<file path="config.mk">
export PLATFORM = sky130hd
export DESIGN_NAME = game_controller
export DESIGN_NICKNAME = d
export VERILOG_FILES = /design/src/rtl/game_controller.sv
export SDC_FILE = /design/constraint.sdc
export NUM_CORES = 1
export LEC_CHECK = 0
export CAP_MARGIN = 20
export CORE_ASPECT_RATIO = 1.4
export CORE_MARGIN = 3
export CORE_UTILIZATION = 40
export CTS_CLUSTER_DIAMETER = 200
export CTS_CLUSTER_SIZE = 12
export DETAILED_ROUTE_END_ITERATION = 10
export GPL_ROUTABILITY_DRIVEN = 0
export PLACE_DENSITY_LB_ADDON = 0.08
export RECOVER_POWER = 100
export SYNTH_ARGS = -nofsm -noshare
export SYNTH_HDL_FRONTEND = slang
export SYNTH_SLANG_ARGS = --single-unit
</file>
<file path="constraint.sdc">
create_clock -name Clk -period 2.2 [get_ports Clk]
set_clock_uncertainty 0.05 [all_clocks]
set_input_delay 0.44 -clock Clk [delete_from_list [all_inputs] [get_ports Clk]]
set_output_delay 0.44 -clock Clk [all_outputs]
set_load 0.02 [all_outputs]
</file>
<file path="src/rtl/game_controller.sv">
// Stickman-runner sequencer: start/death/restart FSM, BCD score, high score and difficulty level.
// State moves one Clk after each frame tick; presses and collisions are latched between ticks; no backpressure.
module game_controller #(
  parameter int unsigned SCORE_DIV    = 6,
  parameter int unsigned LEVEL_FRAMES = 600,
  parameter int unsigned MAX_LEVEL    = 7,
  parameter int unsigned BASE_SPEED   = 2,
  parameter int unsigned FLASH_FRAMES = 30,
  parameter logic [7:0]  START_KEY    = 8'h2C
) (
  input  logic        Clk,
  input  logic        Reset,
  input  logic        frame_clk,
  input  logic [7:0]  keycode,
  input  logic        is_stickman,
  input  logic        is_obstacle,
  output logic        playing,
  output logic        dying,
  output logic        game_over,
  output logic        flash,
  output logic [15:0] score,
  output logic [15:0] high_score,
  output logic [3:0]  level,
  output logic [4:0]  speed
);

  typedef enum logic [1:0] {S_IDLE, S_PLAYING, S_DYING, S_OVER} state_e;

  localparam logic [7:0]  SCORE_LAST = 8'(SCORE_DIV - 1);
  localparam logic [9:0]  LVL_LAST   = 10'(LEVEL_FRAMES - 1);
  localparam logic [7:0]  FLASH_LAST = 8'(FLASH_FRAMES - 1);
  localparam logic [3:0]  LVL_MAX    = 4'(MAX_LEVEL);
  localparam logic [4:0]  SPD_BASE   = 5'(BASE_SPEED);
  localparam logic [15:0] SCORE_MAX  = 16'h9999;

  state_e      state_q;
  logic        frame_clk_q;
  logic        frame_tick_q;
  logic        key_q;
  logic        press_pend_q;
  logic        press_pend_d;
  logic        hit_pend_q;
  logic        hit_pend_d;
  logic        key_hit;
  logic        press;
  logic        collide;
  logic        hit;
  logic        playing_q;
  logic        dying_q;
  logic        over_q;
  logic        flash_q;
  logic [15:0] score_q;
  logic [15:0] high_q;
  logic [15:0] score_inc;
  logic [3:0]  level_q;
  logic [7:0]  frame_cnt_q;
  logic [7:0]  flash_cnt_q;
  logic [7:0]  flash_cnt_inc;
  logic [9:0]  lvl_cnt_q;

  // Ripple a +1 through four BCD digits.
  function automatic logic [15:0] bcd_inc(input logic [15:0] v);
    logic [15:0] r;
    logic        carry;
    r     = v;
    carry = 1'b1;
    for (int i = 0; i < 4; i++) begin
      if (carry) begin
        if (r[4*i +: 4] == 4'd9) begin
          r[4*i +: 4] = 4'd0;
        end else begin
          r[4*i +: 4] = r[4*i +: 4] + 4'd1;
          carry       = 1'b0;
        end
      end
    end
    return r;
  endfunction

  assign key_hit       = (keycode == START_KEY);
  assign press         = key_hit & ~key_q;
  assign collide       = is_stickman & is_obstacle;
  assign hit           = hit_pend_q | collide;
  assign press_pend_d  = frame_tick_q ? 1'b0 : (press_pend_q | press);
  assign hit_pend_d    = frame_tick_q ? 1'b0 : (hit_pend_q | ((state_q == S_PLAYING) & collide));
  assign score_inc     = (score_q == SCORE_MAX) ? score_q : bcd_inc(score_q);
  assign flash_cnt_inc = flash_cnt_q + 8'd1;

  always_ff @(posedge Clk or posedge Reset) begin
    if (Reset) begin
      frame_clk_q  <= 1'b0;
      frame_tick_q <= 1'b0;
      key_q        <= 1'b0;
      press_pend_q <= 1'b0;
      hit_pend_q   <= 1'b0;
    end else begin
      frame_clk_q  <= frame_clk;
      frame_tick_q <= frame_clk & ~frame_clk_q;
      key_q        <= key_hit;
      press_pend_q <= press_pend_d;
      hit_pend_q   <= hit_pend_d;
    end
  end

  always_ff @(posedge Clk or posedge Reset) begin
    if (Reset) begin
      state_q     <= S_IDLE;
      playing_q   <= 1'b0;
      dying_q     <= 1'b0;
      over_q      <= 1'b0;
      flash_q     <= 1'b0;
      score_q     <= 16'h0000;
      high_q      <= 16'h0000;
      level_q     <= 4'd0;
      frame_cnt_q <= 8'd0;
      lvl_cnt_q   <= 10'd0;
      flash_cnt_q <= 8'd0;
    end else if (frame_tick_q) begin
      case (state_q)
        S_IDLE, S_OVER: begin
          if (press_pend_q) begin
            state_q     <= S_PLAYING;
            playing_q   <= 1'b1;
            over_q      <= 1'b0;
            flash_q     <= 1'b0;
            score_q     <= 16'h0000;
            level_q     <= 4'd0;
            frame_cnt_q <= 8'd0;
            lvl_cnt_q   <= 10'd0;
            flash_cnt_q <= 8'd0;
          end
        end
        S_PLAYING: begin
          if (hit) begin
            state_q     <= S_DYING;
            playing_q   <= 1'b0;
            dying_q     <= 1'b1;
            flash_q     <= 1'b0;
            flash_cnt_q <= 8'd0;
          end else begin
            if (frame_cnt_q == SCORE_LAST) begin
              frame_cnt_q <= 8'd0;
              score_q     <= score_inc;
            end else begin
              frame_cnt_q <= frame_cnt_q + 8'd1;
            end
            if (lvl_cnt_q == LVL_LAST) begin
              lvl_cnt_q <= 10'd0;
              if (level_q < LVL_MAX) level_q <= level_q + 4'd1;
            end else begin
              lvl_cnt_q <= lvl_cnt_q + 10'd1;
            end
          end
        end
        S_DYING: begin
          if (flash_cnt_q == FLASH_LAST) begin
            state_q <= S_OVER;
            dying_q <= 1'b0;
            over_q  <= 1'b1;
            flash_q <= 1'b0;
            // BCD digits order the same way as binary, so a plain compare works.
            if (score_q > high_q) high_q <= score_q;
          end else begin
            flash_cnt_q <= flash_cnt_inc;
            flash_q     <= flash_cnt_inc[2];
          end
        end
        default: state_q <= S_IDLE;
      endcase
    end
  end

  assign playing    = playing_q;
  assign dying      = dying_q;
  assign game_over  = over_q;
  assign flash      = flash_q;
  assign score      = score_q;
  assign high_score = high_q;
  assign level      = level_q;
  assign speed      = SPD_BASE + {1'b0, level_q};

endmodule

</file>
[Word level (Yosys, flattened, before mapping)]
Index checks and enable logic that the tools add are counted.
Cells by class
  bitwise operators: 9
  muxes and demuxes: 50
  reduce and logical (&&, ||, !) cells: 18
  add/sub/neg operators: 9
  equal/unequal tests: 24
  magnitude comparators: 2
Operator list (number)
  16-bit 2-to-1 mux: 4
  4-bit 2-to-1 mux: 11
  8-bit 2-to-1 mux: 5
  16-bit case mux with 2 select lines: 1
  10-bit 2-to-1 mux: 3
  4-bit AND reduction: 7
  8-bit case mux with 3 select lines: 1
  7-bit AND reduction: 3
  4-bit by 1-bit adder with 4-bit output (second input constant): 5
  10-bit case mux with 2 select lines: 1
  8-bit by 1-bit adder with 8-bit output (second input constant): 2
  16-bit equality test (second input constant): 1
  4-bit equality test (second input constant): 4
  16-bit greater-than comparator: 1
  8-bit case mux with 2 select lines: 1
  1-bit 2-to-1 mux: 14
  2-bit by 1-bit inequality test with 1-bit output (second input constant): 6
  2-bit inequality test (second input constant): 6
  6-bit AND reduction: 2
  10-bit by 1-bit adder with 10-bit output (second input constant): 1
  10-bit equality test (second input constant): 1
  8-bit by 3-bit equality test with 1-bit output (second input constant): 1
  8-bit by 5-bit equality test with 1-bit output (second input constant): 1
  8-bit by 6-bit equality test with 1-bit output (second input constant): 1
  other kinds (16): 29
Storage, ports and cells
  logic and storage cells: 131
  bits in registers: 73
  input port bits: 13

[Depth between registers and ports, before layout]
Gate-level depths: netlist of run 1.
  depth after elaboration: 9
  mapped depth: 10

[Worst setup path after synthesis of run 1]
OpenSTA, ideal clock, no wires.
  path kind: reg-to-reg
  start: register high_q[14], in the netlist high_score[14]
  end: register high_q[0], in the netlist high_score[0]
  slack: -0.204 ns
  clock period less this slack: 2.404 ns
  buffers on the path: 1
  stages on the path, launching flop included: 9
  arrival: 2.225 ns
  cells stage by stage: dfrtp_1 > inv_1 > ha_1 > nand4_2 > nor3_1 > clkbuf_1 > nor4_1 > a32oi_1 > o31ai_1
On the way
  word-level cells in the longest chain between the ends: 2
RTL lines
  start, declared: RTL line 53  | logic [15:0] high_q;
  start signal, assigned: RTL line 162  | if (score_q > high_q) high_q <= score_q;
  16-bit greater-than comparator: RTL line 162
  4-bit AND reduction (no line)
Every way passes these cells.
A chain may end at the register's enable or synchronous reset.

[Worst setup path after layout of run 1]
  start: register flash_cnt_q[1]
  end: register high_q[7], in the netlist high_score[7]
On the way
  word-level cells in the longest chain between the ends: 2
RTL lines
  start, declared: RTL line 57  | logic [7:0] flash_cnt_q;
  start signal, assigned: RTL line 164  | flash_cnt_q <= flash_cnt_inc;
  8-bit by 5-bit equality test with 1-bit output: RTL line 156  | if (flash_cnt_q == FLASH_LAST) begin
  4-bit AND reduction (no line)
Every way passes these cells.

==> impl_metrics.tcl, run 1 <==
set metrics [dict create \
    whs_ps 344.8 \
    max_slew_margin_pct 35.95 \
    p_leak_nw 2.625 \
    cts-htree-levels 3 \
    crit_slowest_cell "or4b_4" \
    ir_drop_v 0.0005432 \
    drc 0 \
    cts.sinks 73 \
    min_period_ps 2152 \
    grt_pass1_vias 4230 \
    cp-end-kind "flop" \
    synth_edf_count 0 \
    ys_seq_area_share_pct 40.26 \
    track_usage_pct 19.80 \
    final_nets 655 \
    p_seq_share_pct 30.2 \
    whs_endpoint "frame_tick_q" \
    critPathArrivalTime_ps 2320 \
    hp-start "frame_clk_q" \
    num_antenna_cells 0 \
    ioPinCount 58 \
    rows 45 \
    clk_pin_slew_worst_paths_ps 60 \
    async_flop_share_pct 100.0 \
    slew_violations 0 \
    die_height_um 132.0 \
    r2r-start "flash_cnt_q[1]" \
    r2r_cells 7 \
    ys_top_cells_by_count "73 x dfrtp_1, 48 x nand2_1, 38 x inv_1" \
    clkLatencyLatePin_ps 340 \
    rsz0062_at_grt "true" \
    path_class "flop to flop" \
    synth.top_cell.area_share_pct 40.26 \
    critPathMaxStageDelay_ps 460 \
    clkPwrFrac_pct 22.7 \
    grt_pass1_wl_um 19970 \
    dr_total_vias 4168 \
    coreArea_mm2 0.01098 \
    globalRouteOverflowTotal 0 \
    start_util_pct 41.32 \
    drv_cap 0 \
    path_cells "inv_2 > ha_1 > or4b_4 > or3_4 > a21o_2 > a32oi_1 > o21ai_1" \
    synth.area.top_cells "dfrtp_1 40%, ha_1 9.4%, nand2_1 4.0%" \
    viasPerCell 5.528 \
    p_total_w 0.006105 \
    path_max_fanout 6 \
    routed_wl_um 12210 \
    drt_iter0_drc 131 \
    p_sw_w 0.002351 \
    drtPass1Iterations 5 \
    dp_hpwl_um 8947 \
    power_density_mw_per_mm2 979.2 \
    pwr-share-comb_pct 47.2 \
    tritoncts "done" \
    die_x_um 96.01 \
    synth_ff_type "dfrtp_1" \
    cts_buffers 9 \
    fmax_mhz 464.6 \
    startpoint "flash_cnt_q[1]" \
    status "completed" \
    yosysUniqueCellTypes 63 \
    ys_seq_elements 73 \
    port_buffers 57 \
    netlist_area_mm2 0.004537 \
    clockBufferDepth 2 \
    wl_per_cell_um 16.19 \
    min_path_type "flop to flop" \
    die_area_mm2 0.01267 \
    avgSynthCellArea_um2 9.335 \
    setup_viol 0 \
    synth.net_count 533 \
    hold_viol 0 \
    start_kind "flop" \
    reg2reg_slack_ps 50 \
    internal_power_w 0.003753 \
    root_buffer "clkbuf_16" \
    required_ps 2370 \
    synth_area_leader_cell "dfrtp_1" \
    final_antenna_net_count 0 \
    hold_path_depth 1 \
    synth.most_common_cell "dfrtp_1" \
    grt_max_degree 38 \
    yosysWarnings 0 \
    antenna_found_initial 0 \
    regToRegEndpoint "high_score[7]" \
    p_sw_share_pct 38.52 \
    syn_to_final_growth_pct 37.42 \
    period_share_pct 97.84 \
    synth_cells 486 \
    worst_pin_slew_ps 960.8 \
    final_layout_size_suffix_gt1_share_pct 25.12 \
]
metrics by stage:
step	cell area [um2]	worst slack [ps]	instances	utilization, %	setup TNS (ps)
global route	6235	-20.36	754	56.79	-80.15
detailed placement	5787	-77.90	730	52.71	-659.1
finish	6235	47.51	754	56.79	0
floorplan	4639	-65.44	486	-	-778.8
global placement	5787	-65.74	730	52.71	-285.5
CTS	6061	19.90	746	55.20	0
metal layers:
layer | vias up | share of wire, % | track usage (%)
met2 | 86 | 54 | 36.23
met3 | 26 | 3.1 | 3.141
li1 | 2035 | - | -
met5 | - | 0 | 0
met4 | 0 | 3.0 | 6.566
met1 | 2021 | 40 | 22.67
registers in the layout (all words and copies together) (netlist names):
register      flops
dying             1
flash             1
flash_cnt_q       8
frame_clk_q       1
frame_cnt_q       8
frame_tick_q      1
game_over         1
high_score       16
hit_pend_q        1
key_q             1
level             4
lvl_cnt_q        10
playing           1
press_pend_q      1
score            16
state_q           2
how the worst max path moves through the flow:
stage	to	slack [ps]
final	high_score[7]	50
after global routing	high_score[0]	-20
after CTS	speed[2]	20
after detailed placement	score[11]	-80
after global placement	score[11]	-70
after floorplan	high_score[10]	-70
timing repair:
action / 4_1_cts / 5_1_grt
resized for setup: 1 / 26
setup endpoints to repair: 11 / 39
setup buffers: 0 / 5
hold buffers: 0 / 0
gates cloned: 0 / 3
pin swaps: 1 / 5
kinds of logic after synthesis:
| group | after synthesis | synth area share [%] |
|---|---|---|
| buffers and inverters | 61 | 6.674 |
| AOI/OAI and AO/OA | 116 | 17.60 |
| muxes | 7 | 1.627 |
| and+or+nand+nor | 176 | 20.79 |
| xor gates and xnor gates | 19 | 3.668 |
| adders and majority gates | 34 | 9.377 |
| DFF | 73 | 40.26 |
worst max-delay path, delay by kind of cell, from the launching register on:
kind,cells,cell delay [ps]
compound gates,3,530
simple gates,2,880
fa+ha+maj,1,120
buf+inv,1,60
flops,1,390
cell type report:
cell class	count	area, um2
clock buffers	13	260.3
repair buffers	130	1147
fillers	1021	4745
multi-input cells	355	2636
inverters	39	150.1
clock inverters	3	15.01
well taps	141	176.4
flip-flops and latches	73	1849
cell usage in the layout (no fill, tap or decap), drive strengths merged, types with 3 or more instances in the layout:
| cell | synthesis | routed |
|---|---|---|
| a21oi | 26 | 26 |
| o31ai | 10 | 10 |
| dfrtp | 73 | 73 |
| nand4 | 7 | 7 |
| mux2i | 4 | 4 |
| a21o | 3 | 6 |
| nand2 | 48 | 48 |
| inv | 38 | 37 |
| o2bb2ai | 5 | 5 |
| and3 | 5 | 5 |
| mux2 | 3 | 3 |
| a41oi | 3 | 3 |
| ha | 34 | 34 |
| o22ai | 3 | 3 |
| a2111oi | 3 | 3 |
| buf | 8 | 71 |
| nor4 | 29 | 29 |
| nor3 | 12 | 12 |
| o21ai | 29 | 29 |
| xnor2 | 18 | 18 |
| a32oi | 16 | 16 |
| nor2b | 3 | 3 |
| clkdlybuf4s50 | 0 | 40 |
| nor2 | 34 | 34 |
| clkbuf | 13 | 16 |
| dlygate4sd3 | 0 | 15 |
| nand3 | 12 | 12 |
| clkinv | 1 | 4 |
| nand2b | 7 | 7 |
| o211ai | 4 | 4 |
power groups by stage:
| stage | clock, W | combinational, W | sequential [W] |
|---|---|---|---|
| floorplan | 0 | 0.00137 | 0.00203 |
| global placement | 0 | 0.00280 | 0.00184 |
| detailed placement | 0 | 0.00284 | 0.00185 |
| CTS | 0.00141 | 0.00284 | 0.00183 |
| global route | 0.00147 | 0.00316 | 0.00189 |
| finish | 0.00138 | 0.00288 | 0.00184 |
No activity file was read; power rests on OpenSTA's default activity.
==> run 2, diff against run 1 <==
--- a/config.mk
+++ b/config.mk
@@ -9,6 +9,7 @@
 export CORE_ASPECT_RATIO = 1.4
 export CORE_MARGIN = 3
 export CORE_UTILIZATION = 40
+export CTS_BUF_LIST = sky130_fd_sc_hd__clkbuf_8
 export CTS_CLUSTER_DIAMETER = 200
 export CTS_CLUSTER_SIZE = 12
 export DETAILED_ROUTE_END_ITERATION = 10
==> impl_metrics.tcl, run 2 (synthesis gave the netlist of run 1 again) <==
set metrics [dict create \
    worst_pin_slew_ps 970.1 \
    status "finished, violations left" \
    critPathArrivalTime_ps 2380 \
    ir_drop_v 0.0004944 \
    p_leak_nw 2.612 \
    die_area_mm2 0.01267 \
    final_cell_area_mm2 0.006088 \
    port_buffers 57 \
    drv_cap 0 \
    mostFrequentLayoutCells "57 x buf_4, 55 x dfrtp_1, 46 x nand2_1" \
    start_kind "flop" \
    clkLatencyLatePin_ps 350 \
    track_usage_pct 20.10 \
    globalRouteOverflowTotal 0 \
    fin_cells 753 \
    wl_per_cell_um 16.10 \
    fmax_mhz 454.4 \
    start_util_pct 41.32 \
    routed_wl_um 12130 \
    clk_pin_slew_worst_paths_ps 80 \
    required_ps 2380 \
    dp_hpwl_um 8947 \
    coreArea_mm2 0.01098 \
    rows 45 \
    grt_max_degree 38 \
    placed_area_mm2 0.005787 \
    min_path_type "flop to flop" \
    clockBufferDepth 2 \
    reg2reg_slack_ps -0.9 \
    tritoncts "done" \
    cts_hold_buf 0 \
    regToRegEndpoint "high_score[0]" \
    final_layout_size_suffix_gt1_share_pct 23.86 \
    dr_total_vias 4139 \
    period_share_pct 100.0 \
    root_buffer "clkbuf_8" \
    hp-start "frame_clk_q" \
    grt_pass1_wl_um 20180 \
    final_antenna_net_count 0 \
    fillCellCount 1045 \
    mostFrequentLayoutCell "buf_4" \
    cts.sinks 73 \
    setup_slack_ps -0.8940 \
    hold_path_depth 1 \
    path_max_fanout 5 \
    antenna_found_initial 0 \
    path_class "flop to flop" \
    power_density_mw_per_mm2 920.7 \
    hold_viol 0 \
    r2r-start "flash_cnt_q[1]" \
    drt_iter0_drc 121 \
    viasPerCell 5.497 \
    slew_violations 0 \
    max_slew_margin_pct 35.33 \
    num_antenna_cells 0 \
    cts-htree-levels 3 \
    die_x_um 96.01 \
    rsz0062_at_grt "true" \
    drc 0 \
    cts_buffers 9 \
    r2r_cells 7 \
    setup_viol 1 \
    violations "setup timing" \
    final_nets 654 \
    whs_ps 347.1 \
    syn_to_final_growth_pct 34.20 \
    grt_pass1_vias 4260 \
    drtPass1Iterations 4 \
    die_height_um 132.0 \
    p_total_w 0.005605 \
    ioPinCount 58 \
    startpoint "flash_cnt_q[1]" \
    dp.cells 730 \
    min_period_ps 2201 \
    cp-end-kind "flop" \
    whs_endpoint "frame_tick_q" \
]
[run 2: cell count changes in the layout (fill, tap and decap cells not counted), sizes merged]
| cell | delta |
|---|---|
| clkdlybuf4s50 | -29 |
| dlygate4sd3 | +29 |
| buf | -9 |
| clkbuf | +6 |
| inv | +2 |
| a21o | -1 |
| dlygate4sd2 | +1 |
[run 2: final cells by class]
cell class / instances / area [um2] / area share [%]
clock inverters: 5 / 22.52 / 0.3699
inverters: 39 / 150.1 / 2.466
flip-flops and latches: 73 / 1849 / 30.37
multi-input cells: 354 / 2609 / 42.85
repair buffers: 130 / 1130 / 18.56
well taps: 141 / 176.4 / 2.898
clock buffers: 11 / 151.4 / 2.487
[run 2: through the flow]
step / setup WS, ps / util, % / TNS [ps]
after global placement: -65.74 / 52.71 / -285.5
after detailed placement: -77.90 / 52.71 / -659.1
after floorplan: -65.44 / - / -778.8
after CTS: 11.31 / 54.40 / 0
final: -0.8940 / 55.45 / -0.8940
after global routing: -56.54 / 55.45 / -543.4
[run 2: metal layers]
layer  vias up  part of all wire [%]  GRT usage [%]
met3        19                   3.3          4.226
met4         0                   2.0          6.092
met5         -                     0              0
met2        82                    55          36.73
met1      2005                    40          22.67
li1       2033                     -              -
[run 2: timing repair]
item,CTS,global route
pin swaps,0,5
resized for setup,3,21
cloned,1,1
buffers inserted,0,5
setup endpoints to repair,13,39
[run 2: worst max path at each step]
stage,to,slack [ps],cells past startpoint
2_1_floorplan,high_score[10],-70,9
3_3_place_gp,score[11],-70,7
3_5_place_dp,score[11],-80,7
4_1_cts,high_score[1],10,7
5_1_grt,high_score[0],-60,8
6_report,high_score[0],-0.9,7
[run 2: critical path, cell delays in order, from the launching register on]
cell	delay (ps)
dfrtp_1	390
inv_2	60
ha_1	120
or4b_4	460
or3_4	410
a21o_2	280
a32oi_1	210
o31ai_2	100
[run 2: power by group]
| group | switching, W | leakage [nW] | total, W | internal [W] |
|---|---|---|---|---|
| Sequential | 0.000254 | 0.885 | 0.00184 | 0.00159 |
| Clock | 0.000506 | 0.101 | 0.000964 | 0.000458 |
| Combinational | 0.00153 | 1.62 | 0.00280 | 0.00127 |
